**config.mk**
```make
export PLATFORM = sky130hd
export DESIGN_NAME = keypad_digit_buffer_flat
export DESIGN_NICKNAME = d
export VERILOG_FILES = /design/src/rtl/keypad_pkg.sv /design/src/rtl/keypad_digit_buffer_if.sv /design/src/rtl/digit_shifter.sv /design/src/rtl/keypad_digit_buffer.sv /design/src/flat_wrapper.sv
export SDC_FILE = /design/constraint.sdc
export NUM_CORES = 1
export LEC_CHECK = 0
export BUFFER_PORTS_ARGS = -buffer_cell sky130_fd_sc_hd__buf_2
export CAP_MARGIN = 5
export CORE_ASPECT_RATIO = 0.75
export CORE_MARGIN = 8
export CORE_UTILIZATION = 30
export DETAILED_ROUTE_END_ITERATION = 8
export GPL_ROUTABILITY_DRIVEN = 0
export PLACE_DENSITY = 0.54
export SETUP_SLACK_MARGIN = 0.5
export SLEW_MARGIN = 20
export SYNTH_ARGS = -nofsm -noshare
export SYNTH_HDL_FRONTEND = slang
export SYNTH_SLANG_ARGS = --single-unit
```
**constraint.sdc**
```tcl
create_clock -name trig -period 2.4 [get_ports trig]
set_input_delay 0.48 -clock trig [delete_from_list [all_inputs] [get_ports trig]]
set_output_delay 0.48 -clock trig [all_outputs]
set_load 0.01 [all_outputs]
```
**src/rtl/keypad_pkg.sv**
```systemverilog
// Shared types and constants for the keypad digit buffer.
package keypad_pkg;

  typedef enum logic [1:0] {
    StEmpty,
    StEntry,
    StFull,
    StHold
  } state_e;

  localparam logic DIR_LEFT  = 1'b0;
  localparam logic DIR_RIGHT = 1'b1;

  localparam int unsigned OVF_DROP  = 0;
  localparam int unsigned OVF_SHIFT = 1;

endpackage

```
**src/rtl/keypad_digit_buffer_if.sv**
```systemverilog
// Keypad-side command inputs and consumer-side commit handshake of the digit buffer.
interface keypad_digit_buffer_if #(
  parameter int unsigned COUNT = 4,
  parameter int unsigned WIDTH = 4
);
  localparam int unsigned CW = $clog2(COUNT + 1);

  logic                     dir;
  logic                     in_valid;
  logic [WIDTH-1:0]         in;
  logic                     clr;
  logic                     bksp;
  logic                     enter;
  logic [COUNT*WIDTH-1:0]   out;
  logic [CW-1:0]            count;
  logic                     empty;
  logic                     full;
  logic                     overflow;
  logic                     out_valid;
  logic                     out_ready;
  logic [COUNT*WIDTH-1:0]   out_data;
  logic [CW-1:0]            out_count;

  modport master (
    output dir, in_valid, in, clr, bksp, enter, out_ready,
    input  out, count, empty, full, overflow, out_valid, out_data, out_count
  );

  modport slave (
    input  dir, in_valid, in, clr, bksp, enter, out_ready,
    output out, count, empty, full, overflow, out_valid, out_data, out_count
  );

endinterface

```
**src/rtl/digit_shifter.sv**
```systemverilog
// Combinational next buffer value for a digit shift-in and (with KEYPAD_BACKSPACE_EN) a
// backspace, in the direction selected by dir.
module digit_shifter
  import keypad_pkg::*;
#(
  parameter int unsigned COUNT = 4,
  parameter int unsigned WIDTH = 4
) (
  input  logic                   dir,
  input  logic [COUNT*WIDTH-1:0] cur,
  input  logic [WIDTH-1:0]       digit,
`ifdef KEYPAD_BACKSPACE_EN
  output logic [COUNT*WIDTH-1:0] trimmed,
`endif
  output logic [COUNT*WIDTH-1:0] shifted
);

  always_comb begin
    if (dir == DIR_LEFT) begin
      shifted = {cur[COUNT*WIDTH-WIDTH-1:0], digit};
    end else begin
      shifted = {digit, cur[COUNT*WIDTH-1:WIDTH]};
    end
  end

`ifdef KEYPAD_BACKSPACE_EN
  // The most recent digit sits at the entry end, so removal shifts back toward it.
  always_comb begin
    if (dir == DIR_LEFT) begin
      trimmed = cur >> WIDTH;
    end else begin
      trimmed = cur << WIDTH;
    end
  end
`endif

endmodule

```
**src/rtl/keypad_digit_buffer.sv**
```systemverilog
// Keypad digit-entry buffer with overflow policy and valid/ready commit of the entered value.
// Backspace support is compiled in only when KEYPAD_BACKSPACE_EN is defined.
module keypad_digit_buffer
  import keypad_pkg::*;
#(
  parameter int unsigned COUNT         = 4,
  parameter int unsigned WIDTH         = 4,
  parameter int unsigned OVERFLOW_MODE = OVF_DROP
) (
  input  logic                  trig,
  input  logic                  reset,
  keypad_digit_buffer_if.slave  bus
);

  localparam int unsigned DW = COUNT * WIDTH;
  localparam int unsigned CW = $clog2(COUNT + 1);
  localparam logic [CW-1:0] COUNT_MAX = CW'(COUNT);

  state_e          state_q, state_d;
  logic [DW-1:0]   buf_q, buf_d;
  logic [CW-1:0]   count_q, count_d;
  logic            overflow_q, overflow_d;
  logic            out_valid_q, out_valid_d;
  logic [DW-1:0]   out_data_q, out_data_d;
  logic [CW-1:0]   out_count_q, out_count_d;
  logic [DW-1:0]   shifted;
  logic            active;

`ifdef KEYPAD_BACKSPACE_EN
  logic [DW-1:0]   trimmed;
`else
  logic            unused_bksp;
  assign unused_bksp = bus.bksp;
`endif

  digit_shifter #(
    .COUNT (COUNT),
    .WIDTH (WIDTH)
  ) u_shifter (
    .dir     (bus.dir),
    .cur     (buf_q),
    .digit   (bus.in),
`ifdef KEYPAD_BACKSPACE_EN
    .trimmed (trimmed),
`endif
    .shifted (shifted)
  );

  assign active = (state_q == StEntry) || (state_q == StFull);

  always_comb begin
    state_d     = state_q;
    buf_d       = buf_q;
    count_d     = count_q;
    overflow_d  = 1'b0;
    out_valid_d = out_valid_q;
    out_data_d  = out_data_q;
    out_count_d = out_count_q;

    if (bus.clr) begin
      state_d     = StEmpty;
      buf_d       = '0;
      count_d     = '0;
      out_valid_d = 1'b0;
      out_data_d  = '0;
      out_count_d = '0;
    end else if (state_q == StHold) begin
      // Digits and backspace are swallowed here; only the handshake moves us on.
      if (out_valid_q && bus.out_ready) begin
        state_d     = StEmpty;
        out_valid_d = 1'b0;
        buf_d       = '0;
        count_d     = '0;
      end
    end else if (bus.enter) begin
      if (active) begin
        state_d     = StHold;
        out_valid_d = 1'b1;
        out_data_d  = buf_q;
        out_count_d = count_q;
      end
`ifdef KEYPAD_BACKSPACE_EN
    end else if (bus.bksp) begin
      if (active) begin
        buf_d   = trimmed;
        count_d = count_q - CW'(1);
        state_d = (count_q == CW'(1)) ? StEmpty : StEntry;
      end
`endif
    end else if (bus.in_valid) begin
      if (state_q == StFull) begin
        overflow_d = 1'b1;
        if (OVERFLOW_MODE == OVF_SHIFT) begin
          buf_d = shifted;
        end
      end else begin
        buf_d   = shifted;
        count_d = count_q + CW'(1);
        state_d = (count_q + CW'(1) == COUNT_MAX) ? StFull : StEntry;
      end
    end
  end

  always_ff @(posedge trig or posedge reset) begin
    if (reset) begin
      state_q     <= StEmpty;
      buf_q       <= '0;
      count_q     <= '0;
      overflow_q  <= 1'b0;
      out_valid_q <= 1'b0;
      out_data_q  <= '0;
      out_count_q <= '0;
    end else begin
      state_q     <= state_d;
      buf_q       <= buf_d;
      count_q     <= count_d;
      overflow_q  <= overflow_d;
      out_valid_q <= out_valid_d;
      out_data_q  <= out_data_d;
      out_count_q <= out_count_d;
    end
  end

  assign bus.out       = buf_q;
  assign bus.count     = count_q;
  assign bus.empty     = (count_q == '0);
  assign bus.full      = (count_q == COUNT_MAX);
  assign bus.overflow  = overflow_q;
  assign bus.out_valid = out_valid_q;
  assign bus.out_data  = out_data_q;
  assign bus.out_count = out_count_q;

endmodule

```
**src/flat_wrapper.sv**
```systemverilog
// flat-port wrapper written by rule: the top's interface ports become plain ports
module keypad_digit_buffer_flat import keypad_pkg::*;
#(
  parameter int unsigned COUNT         = 4,
  parameter int unsigned WIDTH         = 4,
  parameter int unsigned OVERFLOW_MODE = OVF_DROP
)
  (trig, reset, bus_dir, bus_in_valid, bus_in, bus_clr, bus_bksp, bus_enter, bus_out_ready, bus_out, bus_count, bus_empty, bus_full, bus_overflow, bus_out_valid, bus_out_data, bus_out_count);
  keypad_digit_buffer_if #(.COUNT(COUNT), .WIDTH(WIDTH)) bus_i ();
  input  logic trig;
  input  logic reset;
  input wire logic [$bits(bus_i.dir)-1:0] bus_dir;
  input wire logic [$bits(bus_i.in_valid)-1:0] bus_in_valid;
  input wire logic [$bits(bus_i.in)-1:0] bus_in;
  input wire logic [$bits(bus_i.clr)-1:0] bus_clr;
  input wire logic [$bits(bus_i.bksp)-1:0] bus_bksp;
  input wire logic [$bits(bus_i.enter)-1:0] bus_enter;
  input wire logic [$bits(bus_i.out_ready)-1:0] bus_out_ready;
  output wire logic [$bits(bus_i.out)-1:0] bus_out;
  output wire logic [$bits(bus_i.count)-1:0] bus_count;
  output wire logic [$bits(bus_i.empty)-1:0] bus_empty;
  output wire logic [$bits(bus_i.full)-1:0] bus_full;
  output wire logic [$bits(bus_i.overflow)-1:0] bus_overflow;
  output wire logic [$bits(bus_i.out_valid)-1:0] bus_out_valid;
  output wire logic [$bits(bus_i.out_data)-1:0] bus_out_data;
  output wire logic [$bits(bus_i.out_count)-1:0] bus_out_count;
  assign bus_i.dir = bus_dir;
  assign bus_i.in_valid = bus_in_valid;
  assign bus_i.in = bus_in;
  assign bus_i.clr = bus_clr;
  assign bus_i.bksp = bus_bksp;
  assign bus_i.enter = bus_enter;
  assign bus_i.out_ready = bus_out_ready;
  assign bus_out = bus_i.out;
  assign bus_count = bus_i.count;
  assign bus_empty = bus_i.empty;
  assign bus_full = bus_i.full;
  assign bus_overflow = bus_i.overflow;
  assign bus_out_valid = bus_i.out_valid;
  assign bus_out_data = bus_i.out_data;
  assign bus_out_count = bus_i.out_count;
  keypad_digit_buffer #(.COUNT(COUNT), .WIDTH(WIDTH), .OVERFLOW_MODE(OVERFLOW_MODE)) u_core (.trig(trig), .reset(reset), .bus(bus_i));
endmodule
```
; ---- Word-level counts from Yosys, hierarchy flattened
; Index checks and enable logic that the tools add are counted.
[totals]
ff_bits = 42
in_bits = 12
out_inout_bits = 42
word_cells = 71
[op_classes]
addsub = 1
n_eq_ne = 11
mux = 39
reduce_logical = 13
[ops]
columns = operator, count
row1 = 16-bit 2-to-1 mux, 11
row2 = 3-bit 2-to-1 mux, 10
row3 = 2-bit 2-to-1 mux, 8
row4 = 1-bit 2-to-1 mux, 10
row5 = 3-bit nonzero test, 3
row6 = 4-bit AND reduction, 2
row7 = 3-bit equality test (second input constant), 2
row8 = 3-bit by 2-bit inequality test with 1-bit output (second input constant), 2
row9 = 3-bit AND reduction, 2
row10 = 2-bit equality test (second input constant), 2
row11 = 4-bit by 2-bit inequality test with 1-bit output (second input constant), 1
row12 = 4-bit by 3-bit inequality test with 1-bit output (second input constant), 1
row13 = 2-bit nonzero test, 2
row14 = 4-bit nonzero test, 1
row15 = 3-bit by 1-bit adder with 3-bit output (second input constant), 1
row16 = 3-bit logical NOT, 1
row17 = 3-bit inequality test (second input constant), 1
row18 = 2-bit by 1-bit equality test with 1-bit output (second input constant), 1
row19 = 2-bit inequality test (second input constant), 1
row20 = 1-bit logical AND, 1
row21 = 1-bit logical OR, 1

; ---- Depth between registers and ports, before layout
; Gate-level depths: netlist of run 1.
[logic_depth]
depth_word = 8
depth_mapped = 6
depth_no_buf = 5

; ---- Cells and area by module
; Synthesis of run 1 repeated with hierarchy kept, for this count alone.
[hier_totals]
cells_unflattened = 195
area_unflattened_um2 = 2122.0
[modules_own_cells]
columns = module, n_inst, cells_each, area_each_um2, seq_area_each_um2
row1 = keypad_digit_buffer, 1, 177, 1873.0, 1051.0
row2 = digit_shifter, 1, 18, 249.0, 0.0

; ---- Worst setup path before layout of run 1
; No wires, ideal clock.
[synth_path]
path_type = reg2reg
from = register u_core.state_q[0]
to = register u_core.count_q[2] (netlist: u_core.bus.count[2])
setup_ns = 0.078
arrival_time_ns = 1.515
required_time_ns = 2.322
path_slack_ns = 0.808
path_stages_with_launch = 6
n_path_buf = 1
synth_period_minus_slack_ns = 1.592
cell_sequence = dfrtp_1 > ha_1 > and3_1 > a211oi_4 > buf_6 > o2bb2ai_1
[synth_via]
elab_chain_len = 3
elab_cells_between_ends = 9
cone_classes = eq/ne (5) / mux (2) / reduce/logical (2)
[synth_lines]
columns = item, line_no
row1 = "start, declared", keypad_digit_buffer.sv:19  ; state_e state_q, state_d;
row2 = "start signal, assigned", keypad_digit_buffer.sv:106  ; state_q <= StEmpty;
row3 = "start signal, assigned", keypad_digit_buffer.sv:114  ; state_q <= state_d;
row4 = "2-bit equality test, on equally long branches", "keypad_digit_buffer.sv:91, keypad_digit_buffer.sv:67"
row5 = 3-bit by 2-bit inequality test with 1-bit output (no line) (tied with other cells), n/a
row6 = 4-bit AND reduction (no line) / 3-bit 2-to-1 mux (equally long branches), n/a
row7 = "end signal, assigned", keypad_digit_buffer.sv:116  ; count_q <= count_d;
row8 = "end, declared", keypad_digit_buffer.sv:21  ; logic [CW-1:0] count_q, count_d;
; Several ways; a longest one is shown, not always the timed one.
; A chain may end at the register's enable or synchronous reset.

; ---- Worst setup path in the final report of run 1
[layout_path]
from = register u_core.state_q[0]
to = register u_core.count_q[0] (netlist: u_core.bus.count[0])
; The elaborated chain is that of the path after synthesis.

==> impl_metrics.csv, run 1 <==
group,metric,value,unit
detailed_routing,drc,0,
die,io_pins,54,
grt,grt_max_degree,43,
sta,max_slew.worst_pin.slew,552,ps
synth,postSynthCellCount,142,
place,portBuffers,52,
cts,cts_buffers,5,
synth,synth-edff-count,0,
pwr,leakage,1.23,nW
worst_setup_path,path_class,"flip-flop to flip-flop",
detailed_routing,wl,4620,um
sta,rsz0062_at_grt,"false",
detailed_routing,wl_per_cell,16.7,um
pwr,max-vdd-ir-drop,0.298,mV
synth,postSynthAreaPerCell,13.3,um^2
die,fp-row-count,25,
cts,cts_tree,"yes",
status,outcome,"finished clean",
sta,relSlewSlack,0.632,
worst_setup_path,start_kind,"flip-flop",
die,dieArea,0.00914,mm^2
synth,ys_ff_latch,42,
detailed_routing,viasPerCell,4.96,
place,hpwl,3240,um
worst_setup_path,required,2580,ps
pwr,powerDensity,643,mW/mm^2
grt,overflow,0,
detailed_routing,antenna_left,0,
cts,cts.reportedPaths.clkPinSlew,80,ps
die,dieHeight,84.8,um
synth,synth_area,0.00190,mm^2
layout,diodes,0,
synth,synthFlopType,"dfrtp_1",
synth,syn-num-nets,160,
cts,clock_latency,290,ps
detailed_routing,first_iter_violations,34,
grt,first_global_vias,1478,
synth,synth_top_area_frac,0.554,
run,cap_violations,0,
worst_setup_path,rr_worst_depth,6,
sta,setup-violations-final,0,
cts,htree_levels,2,
cts,cts.sinks,42,
detailed_routing,vias,1374,
synth,yosysMostFrequentCell,"dfrtp_1",
synth,synthArstFlopShare,1.00,
sta,max_freq,564,MHz
synth,yosys_warnings,0,
layout,stdcell_count,277,
sta,slew_viol_final,0,
sta,skew,7.68,ps
grt,grt_use_total,0.106,
layout,drive_above_1_share,0.357,
grt,antenna_found_initial,0,
place,place_inst,269,
sta,finalCriticalPeriod,1770,ps
synth,yosys.area.top_type,"dfrtp_1",
grt,grt_pass1_wl,7780,um
synth,synth_common_cells,"dfrtp_1 (42), a22o_1 (20), mux2i_1 (17), o2bb2ai_1 (17), inv_1 (8)",
sta,finalHoldViolCount,0,
worst_setup_path,crit_arrival,1960,ps
layout,area_growth_syn_to_layout,24.6,%
synth,yosysUniqueCellTypes,26,
synth,yosysSeqAreaShare,0.554,
die,core-area,0.00619,mm^2
worst_setup_path,cp-end-kind,"flip-flop",
cts,clockRootBuffer,"clkbuf_8",
die,start_util,0.306,
cts,clock_path_buffers,2,
synth,yosys-top-cells-area,"dfrtp_1 (55%), a22o_1 (9.2%), mux2i_1 (9.0%)",
min_path,hold_path_class,"input pin to async pin",
sta,fin_setup_tns,0,ps
die,fp.dieW,108,um
worst_setup_path,cp_max_fo,19,
sta,fin_crit_sh,0.739,
layout,nets,214,
detailed_routing,dr.pass1.iters,4,
cells by family (layout without fill, tap and decap cells):
group	count (synthesis)	in the layout	synth area share
AOI/OAI and AO/OA	42	42	0.209
DFF	42	42	0.554
muxes	19	19	0.102
and+or+nand+nor	17	17	0.0548
buffers and inverters	16	70	0.0403
adders and majority gates	6	6	0.0396
power breakdown:
group / switching, mW / total (mW) / internal, mW
combinational: 0.127 / 0.208 / 0.0807
clock: 0.234 / 0.567 / 0.333
sequential: 0.0180 / 0.744 / 0.726
registers in the layout, indices dropped and copies added (netlist names):
signal,count
u_core.state_q,2
u_core.bus.overflow,1
u_core.bus.out_data,16
u_core.bus.out,16
u_core.bus.count,3
u_core.bus.out_valid,1
u_core.bus.out_count,3
final timing paths:
| check | from | endpoint | slack (ps) |
|---|---|---|---|
| setup / recovery | u_core.state_q[0] | u_core.bus.count[0] | 630 |
| hold / removal | reset | u_core.bus.out_data[11] | 300 |
| setup reg to reg | u_core.state_q[0] | u_core.bus.count[0] | 630 |
| hold reg to reg | u_core.bus.out_data[7] | u_core.bus.out_data[7] | 500 |
| max in group asynchronous | reset | u_core.bus.out_data[0] | 1700 |
| min in group trig | bus_in[0] | u_core.bus.out[12] | 480 |
layout make-up:
type	count	area, um^2
fillers	645	3830
clock buffers	6	82.6
clock inverters	1	30.0
multi-input cells	84	771
well taps	81	101
inverters	8	30.0
flip-flops and latches	42	1050
repair buffers	55	295
metrics by stage:
stage	total power, mW	instance area (um^2)	util	hold WS [ps]	setup slack [ps]
after floorplan	0.897	1900	-	536	808
after global placement	0.958	2230	0.359	484	555
after detailed placement	0.959	2230	0.359	487	561
after CTS	1.54	2340	0.378	327	511
after global routing	1.60	2360	0.381	347	494
final	1.52	2360	0.381	303	627
per-layer routing:
layer | wire length, um | GRT usage | vias to the layer above | part of all wire
li1 | - | - | 640 | -
met1 | 2320 | 0.144 | 682 | 0.50
met2 | 1870 | 0.150 | 45 | 0.41
met3 | 385 | 0.0416 | 7 | 0.083
met4 | 40 | 0.0339 | 0 | 0.0087
met5 | 0 | 0 | - | 0
layout by cell type, fill, tap and decap left out:
cell and count:
nor3_1 2, clkinv_1 1, mux2i_1 17, buf_12 1, dfrtp_1 42, buf_4 2
nand2_2 1, clkbuf_8 6, bufinv_16 1, nand2b_1 1, buf_2 52, o2bb2ai_1 17
a211o_1 1, a221oi_2 1, a31oi_4 1, nor2_1 4, nor2b_1 1, mux2_2 2
and2_1 3, nor3b_2 1, a22o_1 20, inv_1 7, and4bb_2 1, o21bai_1 1
and4_1 1, a211oi_4 1, and3_1 1, nand2_1 1, ha_1 6
what timing repair did:
action,4_1_cts,5_1_grt
resized for setup,0,1
endpoints found under the setup margin,0,36
hold buffers,0,0
buffers inserted,0,1
worst max-delay path: stages (launching register included):
cell and delay [ps]:
dfrtp_1 390, inv_1 70, ha_1 230, nor3b_2 370, a211oi_4 100, buf_4 230
mux2_2 270
Power figures use the tool's default switching activity.
==> run 2: changes to the inputs <==
Settings changed: PLACE_DENSITY 0.54 to 0.56.
Clock period 2.4 ns to 1.5 ns, I/O delays scaled along.
==> impl_metrics.csv, run 2 (synthesis results as in run 1) <==
group,metric,value,unit
detailed_routing,first_iter_violations,71,
grt,grtUsageMet1,0.154,
worst_setup_path,cp-end-kind,"flip-flop",
layout,fill_cells,567,
grt,first_global_vias,1571,
sta,setup-violations-final,23,
grt,grt_use_total,0.116,
cts,cts.reportedPaths.clkPinSlew,80,ps
layout,area_growth_syn_to_layout,54.5,%
cts,cts_buffers,5,
status,outcome,"finished, violations left",
layout,multiInputGateArea,832,um^2
layout,drive_above_1_share,0.540,
place,hpwl,3310,um
sta,max_freq,636,MHz
pwr,switchingPower,681,uW
cts,clock_latency,300,ps
layout,mostFrequentLayoutCell,"buf_4",
status,violations,"setup timing",
sta,max_slew.worst_pin.slew,469,ps
die,fp-row-count,25,
worst_setup_path,cpPeakStageDelay,390,ps
pwr,swShare,0.265,
die,dieArea,0.00914,mm^2
cts,clock_path_buffers,2,
pwr,max-vdd-ir-drop,0.341,mV
min_path,hold_path_class,"input pin to async pin",
cts,cts_tree,"yes",
worst_setup_path,path_class,"flip-flop to flip-flop",
worst_setup_path,path_buf_inv,0,
worst_setup_path,critPathTopFamily,"compound AO/OA/AOI/OAI gates",
sta,finalHoldViolCount,0,
pwr,seqPwrFrac,0.460,
sta,relSlewSlack,0.687,
die,io_pins,54,
sta,skew,4.30,ps
grt,grt_util_met2,0.168,
grt,grt_util_met3,0.0371,
sta,fin_setup_tns,-749,ps
pwr,powerDensity,880,mW/mm^2
grt,overflow,0,
detailed_routing,viasPerCell,4.83,
pwr,power_frac_comb,0.191,
sta,finalWorstSetupSlack,-71.8,ps
worst_setup_path,cp_max_fo,9,
pwr,intPower,1.89,mW
place,portBuffers,52,
run,cap_violations,0,
sta,rsz0062_at_grt,"true",
pwr,leakage,1.55,nW
grt,grt_pass1_wl,8310,um
die,fp.dieW,108,um
worst_setup_path,start_kind,"flip-flop",
cts,ctsHoldBuffers,0,
layout,final-seq-area,0.00105,mm^2
detailed_routing,wl_per_cell,16.5,um
sta,fin_crit_sh,1.05,
place,dpl-instance-area,0.00233,mm^2
sta,finalCriticalPeriod,1570,ps
sta,slew_viol_final,0,
worst_setup_path,crit_chain,"ha_2, o21bai_1, a221oi_2, mux2_4",
detailed_routing,antenna_left,0,
cts,cts.sinks,42,
worst_setup_path,crit_arrival,1760,ps
layout,final_cell_mix,"buf_4 (42), buf_2 (41), dfrtp_1 (41)",
die,start_util,0.306,
pwr,power,2.58,mW
detailed_routing,drc,0,
cts,clockRootBuffer,"clkbuf_8",
layout,design_area,0.00293,mm^2
detailed_routing,wl,5430,um
cts,htree_levels,2,
grt,antenna_found_initial,0,
worst_setup_path,required,1690,ps
detailed_routing,dr.pass1.iters,6,
layout,nets,265,
grt,busiest_layer,"met2",
grt,grt_max_degree,43,
die,core-area,0.00619,mm^2
pwr,clkPwrFrac,0.348,
layout,diodes,0,
detailed_routing,vias,1589,
worst_setup_path,cpMaxStageDelayCell,"dfrtp_1",
die,dieHeight,84.8,um
## run 2: cell count changes in the layout (fill, tap and decap cells not counted), moves of 3 or more
cell,delta
buf_2,-11
buf_4,+40
buf_6,+19
ha_1,-4
ha_2,+3
inv_1,-3
## run 2: per-stage QoR
stage | setup WS, ps | hold slack [ps] | instances | utilization
floorplan | -15.3 | 292 | 142 | -
global placement | -126 | 371 | 277 | 0.377
detailed placement | -142 | 372 | 277 | 0.377
CTS | -55.6 | 39.6 | 320 | 0.453
global route | -139 | 56.5 | 329 | 0.473
finish | -71.8 | 39.3 | 329 | 0.473
## run 2: per-layer routing
metal,wire [um],part of all wire
met3,426,0.078
met4,93,0.017
met2,2460,0.45
met1,2450,0.45
met5,0,0
## run 2: worst min-delay path, stage by stage
cell	delay [ps]
buf_2	110
clkinvlp_4	70
buf_12	230
## run 2: path summary, 6_finish.rpt
kind,startpoint,endpoint,slack [ps],cells past startpoint
setup / recovery,u_core.state_q[0],u_core.state_q[1],-70,4
hold / removal,reset,u_core.bus.out_count[2],40,3
setup reg to reg,u_core.state_q[0],u_core.state_q[1],-70,4
hold reg to reg,u_core.bus.out_data[14],u_core.bus.out_data[14],510,1
max in group asynchronous,reset,u_core.bus.out[10],1240,3
min in group trig,bus_in[2],u_core.bus.out[2],300,3
## run 2: timing repair
| action | CTS | global route |
|---|---|---|
| pin swaps | 4 | 1 |
| gates cloned | 0 | 1 |
| gates resized for setup | 21 | 8 |
| hold endpoints to repair | 0 | 0 |
| endpoints found under the setup margin | 84 | 84 |
| setup buffers | 35 | 8 |
## run 2: power groups by stage
stage	clock network [mW]	logic, mW	registers [mW]
final	0.897	0.493	1.19
after global routing	0.965	0.536	1.19
after CTS	0.924	0.451	1.18
after detailed placement	0	0.362	1.21
after global placement	0	0.362	1.21
after floorplan	0	0.231	1.22
## run 2: layout make-up
| class | count | share of cell area |
|---|---|---|
| Tap cell | 81 | 0.0346 |
| Inverter | 8 | 0.0132 |
| Clock inverter | 3 | 0.0137 |
| Sequential cell | 42 | 0.359 |
| Clock buffer | 5 | 0.0235 |
| Timing Repair Buffer | 105 | 0.271 |
| Multi-Input combinational cell | 85 | 0.284 |
==> run 3: changes to the inputs <==
Settings changed: CORE_ASPECT_RATIO 0.75 to not set.
==> impl_metrics.csv, run 3 (synthesis results as in run 1) <==
group,metric,value,unit
place,place_inst,273,
detailed_routing,vias,1632,
die,fp-row-count,29,
place,dpl-instance-area,0.00234,mm^2
detailed_routing,top_layer,"met4",
pwr,leakage,1.60,nW
place,hpwl,3260,um
worst_setup_path,start_kind,"flip-flop",
pwr,powerDensity,895,mW/mm^2
cts,clock_latency,310,ps
detailed_routing,wl_met2,2780,um
sta,max_slew.worst_pin.slew,463,ps
status,outcome,"finished, violations left",
pwr,power,2.75,mW
min_path,hold_path_class,"input pin to async pin",
worst_setup_path,crit_arrival,1760,ps
detailed_routing,wl_per_cell,17.1,um
grt,overflow,0,
cts,cts_buffers,5,
layout,drive_above_1_share,0.578,
die,core-area,0.00624,mm^2
layout,final_cell_mix,"buf_4 (51), buf_2 (43), dfrtp_1 (40)",
sta,finalWorstSetupSlack,-70.0,ps
detailed_routing,drc,0,
worst_setup_path,path_class,"flip-flop to flip-flop",
grt,antenna_found_initial,0,
sta,rsz0062_at_grt,"true",
layout,nets,273,
sta,fin_crit_sh,1.05,
status,violations,"hold timing, setup timing",
sta,max_freq,637,MHz
worst_setup_path,cp-end-kind,"flip-flop",
sta,setup-violations-final,6,
run,cap_violations,0,
sta,fin_setup_tns,-187,ps
layout,diodes,0,
die,dieHeight,95.5,um
worst_setup_path,reg2reg_slack,-70,ps
worst_setup_path,rr_worst_depth,5,
die,dieArea,0.00912,mm^2
grt,grt_use_total,0.114,
grt,grt_pass1_wl,8020,um
detailed_routing,wl,5680,um
detailed_routing,viasPerCell,4.90,
place,dp_slack,-241,ps
layout,mostFrequentLayoutCell,"buf_4",
sta,relSlewSlack,0.691,
worst_setup_path,crit_start,"u_core.state_q[0]",
die,io_pins,54,
worst_setup_path,required,1690,ps
detailed_routing,antenna_left,0,
sta,whs,-20.5,ps
grt,first_global_vias,1586,
die,fp.dieW,95.5,um
detailed_routing,dr.pass1.iters,4,
cts,htree_levels,2,
sta,skew,13.3,ps
cts,cts.reportedPaths.clkPinSlew,100,ps
detailed_routing,first_iter_violations,32,
detailed_routing,wl_met3,359,um
cts,clock_path_buffers,2,
worst_setup_path,rr_endpoint,"u_core.state_q[1]",
sta,slew_viol_final,0,
worst_setup_path,reg2reg_from,"u_core.state_q[0]",
cts,clockRootBuffer,"clkbuf_8",
layout,design_area,0.00308,mm^2
sta,finalCriticalPeriod,1570,ps
die,start_util,0.304,
detailed_routing,wl_met1,2480,um
worst_setup_path,cp_max_fo,3,
pwr,max-vdd-ir-drop,0.430,mV
place,portBuffers,52,
grt,grt_max_degree,27,
layout,stdcell_count,333,
cts,cts.sinks,42,
sta,finalHoldViolCount,16,
cts,cts_tree,"yes",
layout,area_growth_syn_to_layout,62.2,%
==> run 3: critical path: stages (launching register included) <==
cell and delay, ps:
dfrtp_2 430, inv_4 60, ha_4 170, o21bai_4 170, a221oi_4 290, mux2_4 330
==> run 3: repair_timing <==
item	in CTS	in global routing
setup buffers	34	17
resized for setup	18	20
endpoints found under the hold margin	16	10
gates cloned	0	1
pin swaps	4	6
endpoints found under the setup margin	84	84
==> run 3: layout make-up <==
type / instances / area, um^2
multi-input cells: 85 / 922
flip-flops and latches: 42 / 1050
inverters: 8 / 38.8
repair buffers: 113 / 847
well taps: 77 / 96.3
clock buffers: 5 / 68.8
clock inverters: 3 / 48.8
fillers: 559 / 3170
==> run 3: per-stage QoR <==
stage / hold slack [ps] / util
finish: -20.5 / 0.493
floorplan: 292 / -
global placement: 318 / 0.375
CTS: -16.1 / 0.450
global route: -3.69 / 0.493
detailed placement: 321 / 0.375
==> run 3: routing by layer <==
layer,GRT usage,vias up
li1,-,761
met1,0.141,828
met2,0.186,38
met3,0.0370,5
met4,0.0346,0
met5,0,-
==> run 3: worst max-delay path by stage <==
stage | to | cells after the start | slack, ps
detailed placement | u_core.bus.out_data[3] | 5 | -240
floorplan | u_core.state_q[1] | 5 | -20
global route | u_core.bus.count[0] | 6 | -130
CTS | u_core.bus.out[1] | 5 | -70
finish | u_core.state_q[1] | 5 | -70
global placement | u_core.bus.out_data[13] | 5 | -190
==> run 3: where the power goes <==
part | total, mW | internal, mW | switching (mW)
Combinational | 0.597 | 0.306 | 0.291
Sequential | 1.20 | 1.16 | 0.0325
Clock | 0.959 | 0.508 | 0.451
